--- config.mk ---
export PLATFORM = sky130hd
export DESIGN_NAME = pc_fetch_unit_flat
export DESIGN_NICKNAME = d
export VERILOG_FILES = /design/src/rtl/pc_fetch_unit_if.sv /design/src/rtl/pc_fetch_unit.sv /design/src/flat_wrapper.sv
export SDC_FILE = /design/constraint.sdc
export NUM_CORES = 1
export LEC_CHECK = 0
export BUFFER_PORTS_ARGS = -buffer_cell sky130_fd_sc_hd__buf_2
export CAP_MARGIN = 20
export CORE_MARGIN = 2
export CORE_UTILIZATION = 50
export DETAILED_ROUTE_END_ITERATION = 16
export GPL_ROUTABILITY_DRIVEN = 1
export PLACE_DENSITY = 0.78
export SETUP_SLACK_MARGIN = 0.5
export SYNTH_ARGS = -nofsm -noshare
export SYNTH_HDL_FRONTEND = slang
export SYNTH_SLANG_ARGS = --single-unit
--- constraint.sdc ---
create_clock -name clk -period 3.9 [get_ports clk]
set_input_delay 0.585 -clock clk [delete_from_list [all_inputs] [get_ports clk]]
set_output_delay 0.585 -clock clk [all_outputs]
set_load 0.005 [all_outputs]
--- src/rtl/pc_fetch_unit_if.sv ---
// Instruction-memory fetch handshake between the fetch stage and instruction memory.
interface pc_fetch_unit_if;
    logic        imem_req;
    logic [31:0] imem_addr;
    logic        imem_ready;
    logic [31:0] imem_rdata;

    modport master (output imem_req, output imem_addr, input imem_ready, input imem_rdata);
    modport slave  (input imem_req, input imem_addr, output imem_ready, output imem_rdata);
endinterface

--- src/rtl/pc_fetch_unit.sv ---
// Instruction-fetch stage: PC register, fetch FSM, one-entry stall buffer and IF/ID register.
// PC+4 comes from an external adder fed by pc_out/pc_inc.
module pc_fetch_unit #(
    parameter logic [31:0] RESET_PC = 32'h0000_0000,
    parameter logic [31:0] PC_INC   = 32'd4
) (
    input  logic               clk,
    input  logic               reset,
    pc_fetch_unit_if.master    imem,
    output logic [31:0]        pc_out,
    output logic [31:0]        pc_inc,
    input  logic [31:0]        pc_plus4_in,
    input  logic               stall,
    input  logic               flush,
    input  logic               branch_taken,
    input  logic [31:0]        branch_target,
    input  logic               jump,
    input  logic [31:0]        jump_target,
    output logic               if_id_valid,
    output logic [31:0]        if_id_instr,
    output logic [31:0]        if_id_pc_plus4
);

    typedef enum logic [1:0] {BOOT, FETCH, HOLD} state_t;

    state_t      state, state_d;
    logic [31:0] pc, pc_d;
    logic        redir_pend, redir_pend_d;
    logic [31:0] pend_tgt, pend_tgt_d;
    logic [31:0] buf_instr, buf_instr_d;
    logic [31:0] buf_pc4, buf_pc4_d;
    logic        vld_d;
    logic [31:0] instr_d, pc4_d;

    logic        redir;
    logic [31:0] redir_tgt;

    // Branch wins over jump; targets are word-aligned by clearing the low bits.
    assign redir     = branch_taken | jump;
    assign redir_tgt = (branch_taken ? branch_target : jump_target) & 32'hFFFF_FFFC;

    assign pc_out         = pc;
    assign pc_inc         = PC_INC;
    assign imem.imem_addr = pc;

    // Next-state and next-value logic for the FSM, PC, buffer and IF/ID.
    always_comb begin
        state_d       = state;
        pc_d          = pc;
        redir_pend_d  = redir_pend;
        pend_tgt_d    = pend_tgt;
        buf_instr_d   = buf_instr;
        buf_pc4_d     = buf_pc4;
        vld_d         = if_id_valid;
        instr_d       = if_id_instr;
        pc4_d         = if_id_pc_plus4;
        imem.imem_req = 1'b0;

        case (state)
            BOOT: begin
                state_d = FETCH;
            end
            FETCH: begin
                imem.imem_req = 1'b1;
                if (!imem.imem_ready) begin
                    // Remember a redirect that lands while the fetch is outstanding;
                    // the newest one wins. Address must stay stable, so pc holds.
                    if (redir) begin
                        redir_pend_d = 1'b1;
                        pend_tgt_d   = redir_tgt;
                    end
                    if (!stall) vld_d = 1'b0;
                end else if (redir || redir_pend) begin
                    // Fetched word belongs to the wrong path: drop it and steer.
                    pc_d         = redir ? redir_tgt : pend_tgt;
                    redir_pend_d = 1'b0;
                    if (!stall) vld_d = 1'b0;
                end else if (stall) begin
                    // Memory already returned data; park it until the stall clears.
                    buf_instr_d = imem.imem_rdata;
                    buf_pc4_d   = pc_plus4_in;
                    pc_d        = pc_plus4_in;
                    state_d     = HOLD;
                end else begin
                    instr_d = imem.imem_rdata;
                    pc4_d   = pc_plus4_in;
                    vld_d   = 1'b1;
                    pc_d    = pc_plus4_in;
                end
            end
            HOLD: begin
                if (redir) begin
                    pc_d    = redir_tgt;
                    state_d = FETCH;
                    if (!stall) vld_d = 1'b0;
                end else if (!stall) begin
                    instr_d = buf_instr;
                    pc4_d   = buf_pc4;
                    vld_d   = 1'b1;
                    state_d = FETCH;
                end
            end
            default: begin
                state_d = BOOT;
            end
        endcase

        // Flush kills the IF/ID entry regardless of stall or a pending load.
        if (flush) vld_d = 1'b0;
    end

    // State register with synchronous reset.
    always_ff @(posedge clk) begin
        if (reset) begin
            state          <= BOOT;
            pc             <= RESET_PC;
            redir_pend     <= 1'b0;
            pend_tgt       <= 32'h0;
            buf_instr      <= 32'h0;
            buf_pc4        <= 32'h0;
            if_id_valid    <= 1'b0;
            if_id_instr    <= 32'h0;
            if_id_pc_plus4 <= 32'h0;
        end else begin
            state          <= state_d;
            pc             <= pc_d;
            redir_pend     <= redir_pend_d;
            pend_tgt       <= pend_tgt_d;
            buf_instr      <= buf_instr_d;
            buf_pc4        <= buf_pc4_d;
            if_id_valid    <= vld_d;
            if_id_instr    <= instr_d;
            if_id_pc_plus4 <= pc4_d;
        end
    end

endmodule

--- src/flat_wrapper.sv ---
// flat-port wrapper written by rule: the top's interface ports become plain ports
module pc_fetch_unit_flat 
#(
    parameter logic [31:0] RESET_PC = 32'h0000_0000,
    parameter logic [31:0] PC_INC   = 32'd4
)
  (clk, reset, pc_out, pc_inc, pc_plus4_in, stall, flush, branch_taken, branch_target, jump, jump_target, if_id_valid, if_id_instr, if_id_pc_plus4, imem_imem_req, imem_imem_addr, imem_imem_ready, imem_imem_rdata);
  pc_fetch_unit_if imem_i ();
  input  logic clk;
  input  logic reset;
  output logic [31:0] pc_out;
  output logic [31:0] pc_inc;
  input  logic [31:0] pc_plus4_in;
  input  logic stall;
  input  logic flush;
  input  logic branch_taken;
  input  logic [31:0] branch_target;
  input  logic jump;
  input  logic [31:0] jump_target;
  output logic if_id_valid;
  output logic [31:0] if_id_instr;
  output logic [31:0] if_id_pc_plus4;
  output wire logic [$bits(imem_i.imem_req)-1:0] imem_imem_req;
  output wire logic [$bits(imem_i.imem_addr)-1:0] imem_imem_addr;
  input wire logic [$bits(imem_i.imem_ready)-1:0] imem_imem_ready;
  input wire logic [$bits(imem_i.imem_rdata)-1:0] imem_imem_rdata;
  assign imem_imem_req = imem_i.imem_req;
  assign imem_imem_addr = imem_i.imem_addr;
  assign imem_i.imem_ready = imem_imem_ready;
  assign imem_i.imem_rdata = imem_imem_rdata;
  pc_fetch_unit #(.RESET_PC(RESET_PC), .PC_INC(PC_INC)) u_core (.clk(clk), .reset(reset), .imem(imem_i), .pc_out(pc_out), .pc_inc(pc_inc), .pc_plus4_in(pc_plus4_in), .stall(stall), .flush(flush), .branch_taken(branch_taken), .branch_target(branch_target), .jump(jump), .jump_target(jump_target), .if_id_valid(if_id_valid), .if_id_instr(if_id_instr), .if_id_pc_plus4(if_id_pc_plus4));
endmodule
# Word-level counts from Yosys, hierarchy flattened
# Index checks and enable logic that the tools add are counted.
dict set report word_totals {
  output_inout_bits 162
  in_bits 135
  register_bits 196
}
dict set report classes {
  n_eq_ne 11
  muxes 34
  n_reduce_logical 11
  bitwise_logic 3
}
# op n
set ops {}
lappend ops {{$mux W32} 15}
lappend ops {{$pmux W32 S2} 3}
lappend ops {{$ne A2 B2 Y1 const B} 6}
lappend ops {{$mux W2} 5}
lappend ops {{$mux W1} 9}
lappend ops {{$reduce_and A4 Y1} 2}
lappend ops {{$pmux W2 S3} 1}
lappend ops {{$reduce_and A3 Y1} 2}
lappend ops {{$reduce_and A6 Y1} 1}
lappend ops {{$ne A2 B1 Y1 const B} 2}
lappend ops {{$reduce_bool A2 Y1} 2}
lappend ops {{$ne A3 B2 Y1 const B} 1}
lappend ops {{$eq A2 B1 Y1 const B} 1}
lappend ops {{$eq A2 B2 Y1 const B} 1}
lappend ops {{$logic_not A2 Y1} 1}
lappend ops {{$not A1 Y1} 2}
lappend ops {{$pmux W1 S2} 1}
lappend ops {{$reduce_and A2 Y1} 1}
lappend ops {{$reduce_or A2 Y1} 1}
lappend ops {{$logic_or A1 B1 Y1} 1}
lappend ops {{$or A1 B1 Y1} 1}

# Longest topological paths before layout
dict set report depth {
  depth_word 5
  ltp_mapped 9
}

# Worst setup path after synthesis
# Ideal clock, no wire load.
dict set report synth_timing {
  kind {input-to-reg}
  start {in branch_taken}
  end {reg u_core.if_id_instr[0]}
  n_path_buf 3
  arrival_time_ns 2.282
  path_slack_ns 1.537
  stages 7
  setup_ns 0.081
  cell_sequence {buf_2 -> or3_1 -> buf_2 -> a2111oi_4 -> buf_6 -> nor2_1 -> a211oi_2}
}
dict set report synth_between {
  elab_chain_len 4
}
# element line_no
set synth_rtl {}
lappend synth_rtl {{from (decl)} flat_wrapper.sv:16} ;# input logic branch_taken;
lappend synth_rtl {{$or A1 B1 Y1 (*)} pc_fetch_unit.sv:39} ;# assign redir = branch_taken | jump;
lappend synth_rtl {{$logic_or A1 B1 Y1} pc_fetch_unit.sv:73} ;# end else if (redir || redir_pend) begin
lappend synth_rtl {{$ne A2 B2 Y1 (no source line)} --}
lappend synth_rtl {{$reduce_and A6 Y1 (no source line) (*)} --}
lappend synth_rtl {{to (signal assigned)} pc_fetch_unit.sv:132} ;# if_id_instr <= instr_d;
lappend synth_rtl {{to (decl)} pc_fetch_unit.sv:20} ;# output logic [31:0] if_id_instr,
# Every way passes the cells marked *; elsewhere a longest branch is shown, timed or not.
# A chain may end at the register's enable or synchronous reset.

# Worst setup path in the final report
dict set report layout_timing {
  start {reg u_core.state[1]}
  end {reg u_core.if_id_pc_plus4[6]}
}
dict set report layout_between {
  elab_chain_len 3
}
# element line_no
set layout_rtl {}
lappend layout_rtl {{from (decl)} pc_fetch_unit.sv:26} ;# state_t state, state_d;
lappend layout_rtl {{from (signal assigned)} pc_fetch_unit.sv:125} ;# state <= state_d;
lappend layout_rtl {{$eq A2 B2 Y1 / $eq A2 B1 Y1 (equally long branches)} pc_fetch_unit.sv:59} ;# case (state)
lappend layout_rtl {{$ne A2 B2 Y1 (no source line) / $reduce_bool A2 Y1 (equally long branches)} --}
lappend layout_rtl {{$reduce_and A6 Y1 (no source line)} --}
lappend layout_rtl {{to (signal assigned)} pc_fetch_unit.sv:133} ;# if_id_pc_plus4 <= pc4_d;
lappend layout_rtl {{to (decl)} pc_fetch_unit.sv:21} ;# output logic [31:0] if_id_pc_plus4
# Parallel ways exist; a longest one is shown, timed or not.

==> impl_metrics.csv <==
group,metric,value,unit
routing,vias_per_cell,5.57,
grt,grt_start_max_net_pins,100,
finish,n_fill_cell,1718,
worst_hold_path,min_path_type,"input pin to flop",
run_status,status,"finished, final reports clean",
floorplan,dieArea,20200,um2
routing,first_iter_violations,426,
power_and_ir_drop,p_seq_share,39.2,%
floorplan,row_count,50,
critical_path,worstPathMaxFanout,37,
routing,ant_nets,0,
sta,worstMarginPinSlew,1010,ps
power_and_ir_drop,p_clk_share,27.6,%
finish,final_common_cell,"buf_2",
sta,fin_setup_tns,0,ps
routing,drt-total-wl,25.7,mm
critical_path,critPathKind,"flop to flop",
critical_path,cp-start-kind,"flop",
power_and_ir_drop,power_switching,2.31,mW
finish,final_util,59.5,%
floorplan,die-width,142,um
finish,nNetsFinal,1407,
power_and_ir_drop,p_leak,4.32,nW
grt,antenna_found_initial,2,
sta,rsz0062_at_grt,"no",
placed_design,io_buffers,260,
clocking,cts_buffer_depth,2,
routing,drc,0,
finish,layout_common_cells,"buf_2 (259), dfxtp_1 (195), nor2_1 (158)",
sta,skew,7.17,ps
synth,yosys_warnings,0,
sta,setup_viol,0,
critical_path,critical_path_required,4250,ps
clocking,root_buffer,"clkbuf_16",
finish,syn_to_final_growth,16.8,%
finish,seq_area,3930,um2
clocking,numCtsBuffers,17,
routing,vias,8457,
floorplan,io_pins,297,
sta,fin_crit_sh,65.9,%
routing,post_drt_wl_per_cell,16.9,um
power_and_ir_drop,comb_power_share,33.3,%
synth,synth_area,9540,um2
sta,slew_headroom,32.5,%
sta,finalHoldViolCount,0,
grt,grt_pass1_vias,7527,
flow_run,max-cap-violations,0,
floorplan,core,18700,um2
clocking,post_cts_buffers,0,
clocking,cts_tree,"done",
placed_design,gp_congestion,0.837,
grt,grt_overflow,0,
sta,fin_ws,1330,ps
placed_design,dp_slack,975,ps
power_and_ir_drop,internal_power,4.30,mW
floorplan,initial_core_util,51.0,%
clocking,ctsHoldBuffers,0,
finish,multi_input_area,4830,um2
synth,yosysSeqAreaShare,41.1,%
finish,layout-drive-gt1-share,29.7,%
synth,ys_ff_latch,196,
clocking,clock_latency,430,ps
grt,grt_pass1_wl,39.5,mm
placed_design,place_hpwl,17.3,mm
synth,syn_avg_cell_area,8.58,um2
routing,firstDrtPassIters,5,
power_and_ir_drop,ir_worst_vdd,0.340,mV
grt,globalRouteTotalUtil,24.5,%
clocking,clock-sinks,196,
power_and_ir_drop,power_switching_share,35.0,%
clocking,cts-resized-gates,0,
synth,yosysUniqueCellTypes,38,
critical_path,worstPathArrival,2920,ps
clocking,path_clk_slew,70,ps
synth,synthesis.instances,1112,
power_and_ir_drop,p_per_area,594,nW/um2
sta,period_minus_slack,2570,ps
clocking,htreeDepth,4,
critical_path,endpoint_kind,"flop",
critical_path,r2r_slack,1330,ps
sta,max_freq,0.389,GHz
sta,drv_slew,0,
floorplan,dieHeight,142,um
logic make-up after synthesis:
family	Yosys count	share of synthesized area, %
other cells	2	0.0787
buf+inv	172	9.96
compound gates	299	23.8
mux	62	6.53
simple gates	377	18.0
fa+ha+maj	4	0.525
flops	196	41.1
flip-flops by register name (all words and copies together), names as in the netlist, named ones only:
signal                 cells
u_core.redir_pend          1
u_core.if_id_instr        32
u_core.if_id_pc_plus4     32
u_core.imem.imem_addr     32
u_core.buf_instr          32
u_core.pend_tgt           32
u_core.buf_pc4            32
u_core.state               2
path summary, 6_finish.rpt:
check / endpoint / start / depth (start not counted)
max: u_core.if_id_pc_plus4[6] / u_core.state[1] / 6
min: flop / flush / 2
max reg2reg: u_core.if_id_pc_plus4[6] / u_core.state[1] / 6
min reg2reg: u_core.buf_instr[5] / u_core.buf_instr[5] / 2
Yosys cell counts (all sizes together):
cell       n  share of area, %
a221oi    29               2.7
buf       91               6.8
o21ai     67               3.5
nor2     161               6.3
o21a       1             0.079
and2       1             0.066
o211a      1              0.10
nor4b      1             0.092
ha         4              0.52
nand3b    64               5.0
a21oi     72               3.8
nor3b      2              0.16
or3        2              0.13
nor3       3              0.16
o221a      1              0.12
a21o       1             0.079
nor4       3              0.20
a222oi     1              0.10
nand3      1             0.052
or2        2              0.13
nor2b      4              0.26
mux2       2              0.24
a221o      1              0.10
nand2b     1             0.066
mux2i     60               6.3
nand2    131               5.2
conb       2             0.079
inv        4              0.16
nand4bb    1              0.12
a2111oi    1              0.29
dfxtp    196                41
a211oi   123                13
clkbuf    77               3.0
a2bb2oi    1             0.092
power by group through the flow:
stage	sequential, mW	combinational [mW]	clock, mW
floorplan	2.64	1.60	0
global placement	2.62	2.16	0
detailed placement	2.63	2.21	0
CTS	2.59	2.22	1.85
global route	2.63	2.46	1.92
finish	2.59	2.20	1.83
stage by stage:
step | instance area (um2) | hold WS (ps) | std cells | power [mW]
after global routing | 11100 | 299 | 1517 | 7.02
after CTS | 11100 | 293 | 1515 | 6.66
after global placement | 10500 | 436 | 1483 | 4.78
after floorplan | 9650 | 431 | 1142 | 4.24
final | 11100 | 312 | 1517 | 6.62
after detailed placement | 10500 | 441 | 1483 | 4.85
per-layer routing:
metal	up-vias	GRT usage (%)	part of all wire (%)
li1	4115	-	-
met1	4010	33.0	43
met2	302	39.2	47
met3	30	5.99	7.7
met4	0	7.21	1.7
met5	-	0	0
critical path: stages, from the launching register on:
cell      delay [ps]
dfxtp_1          340
inv_1            100
ha_1             490
mux2i_1          820
a211oi_4          70
buf_4            360
a211oi_2         270
layout make-up:
cell class                      instances  share of cell area [%]
Clock buffer                           17                    3.82
Multi-Input combinational cell        774                    43.4
Timing Repair Buffer                  275                    13.1
Sequential cell                       196                    35.2
Tap cell                              234                    2.63
Clock inverter                         15                    1.63
Antenna cell                            2                  0.0449
Inverter                                4                   0.135
(Power assumes the default switching activity.)
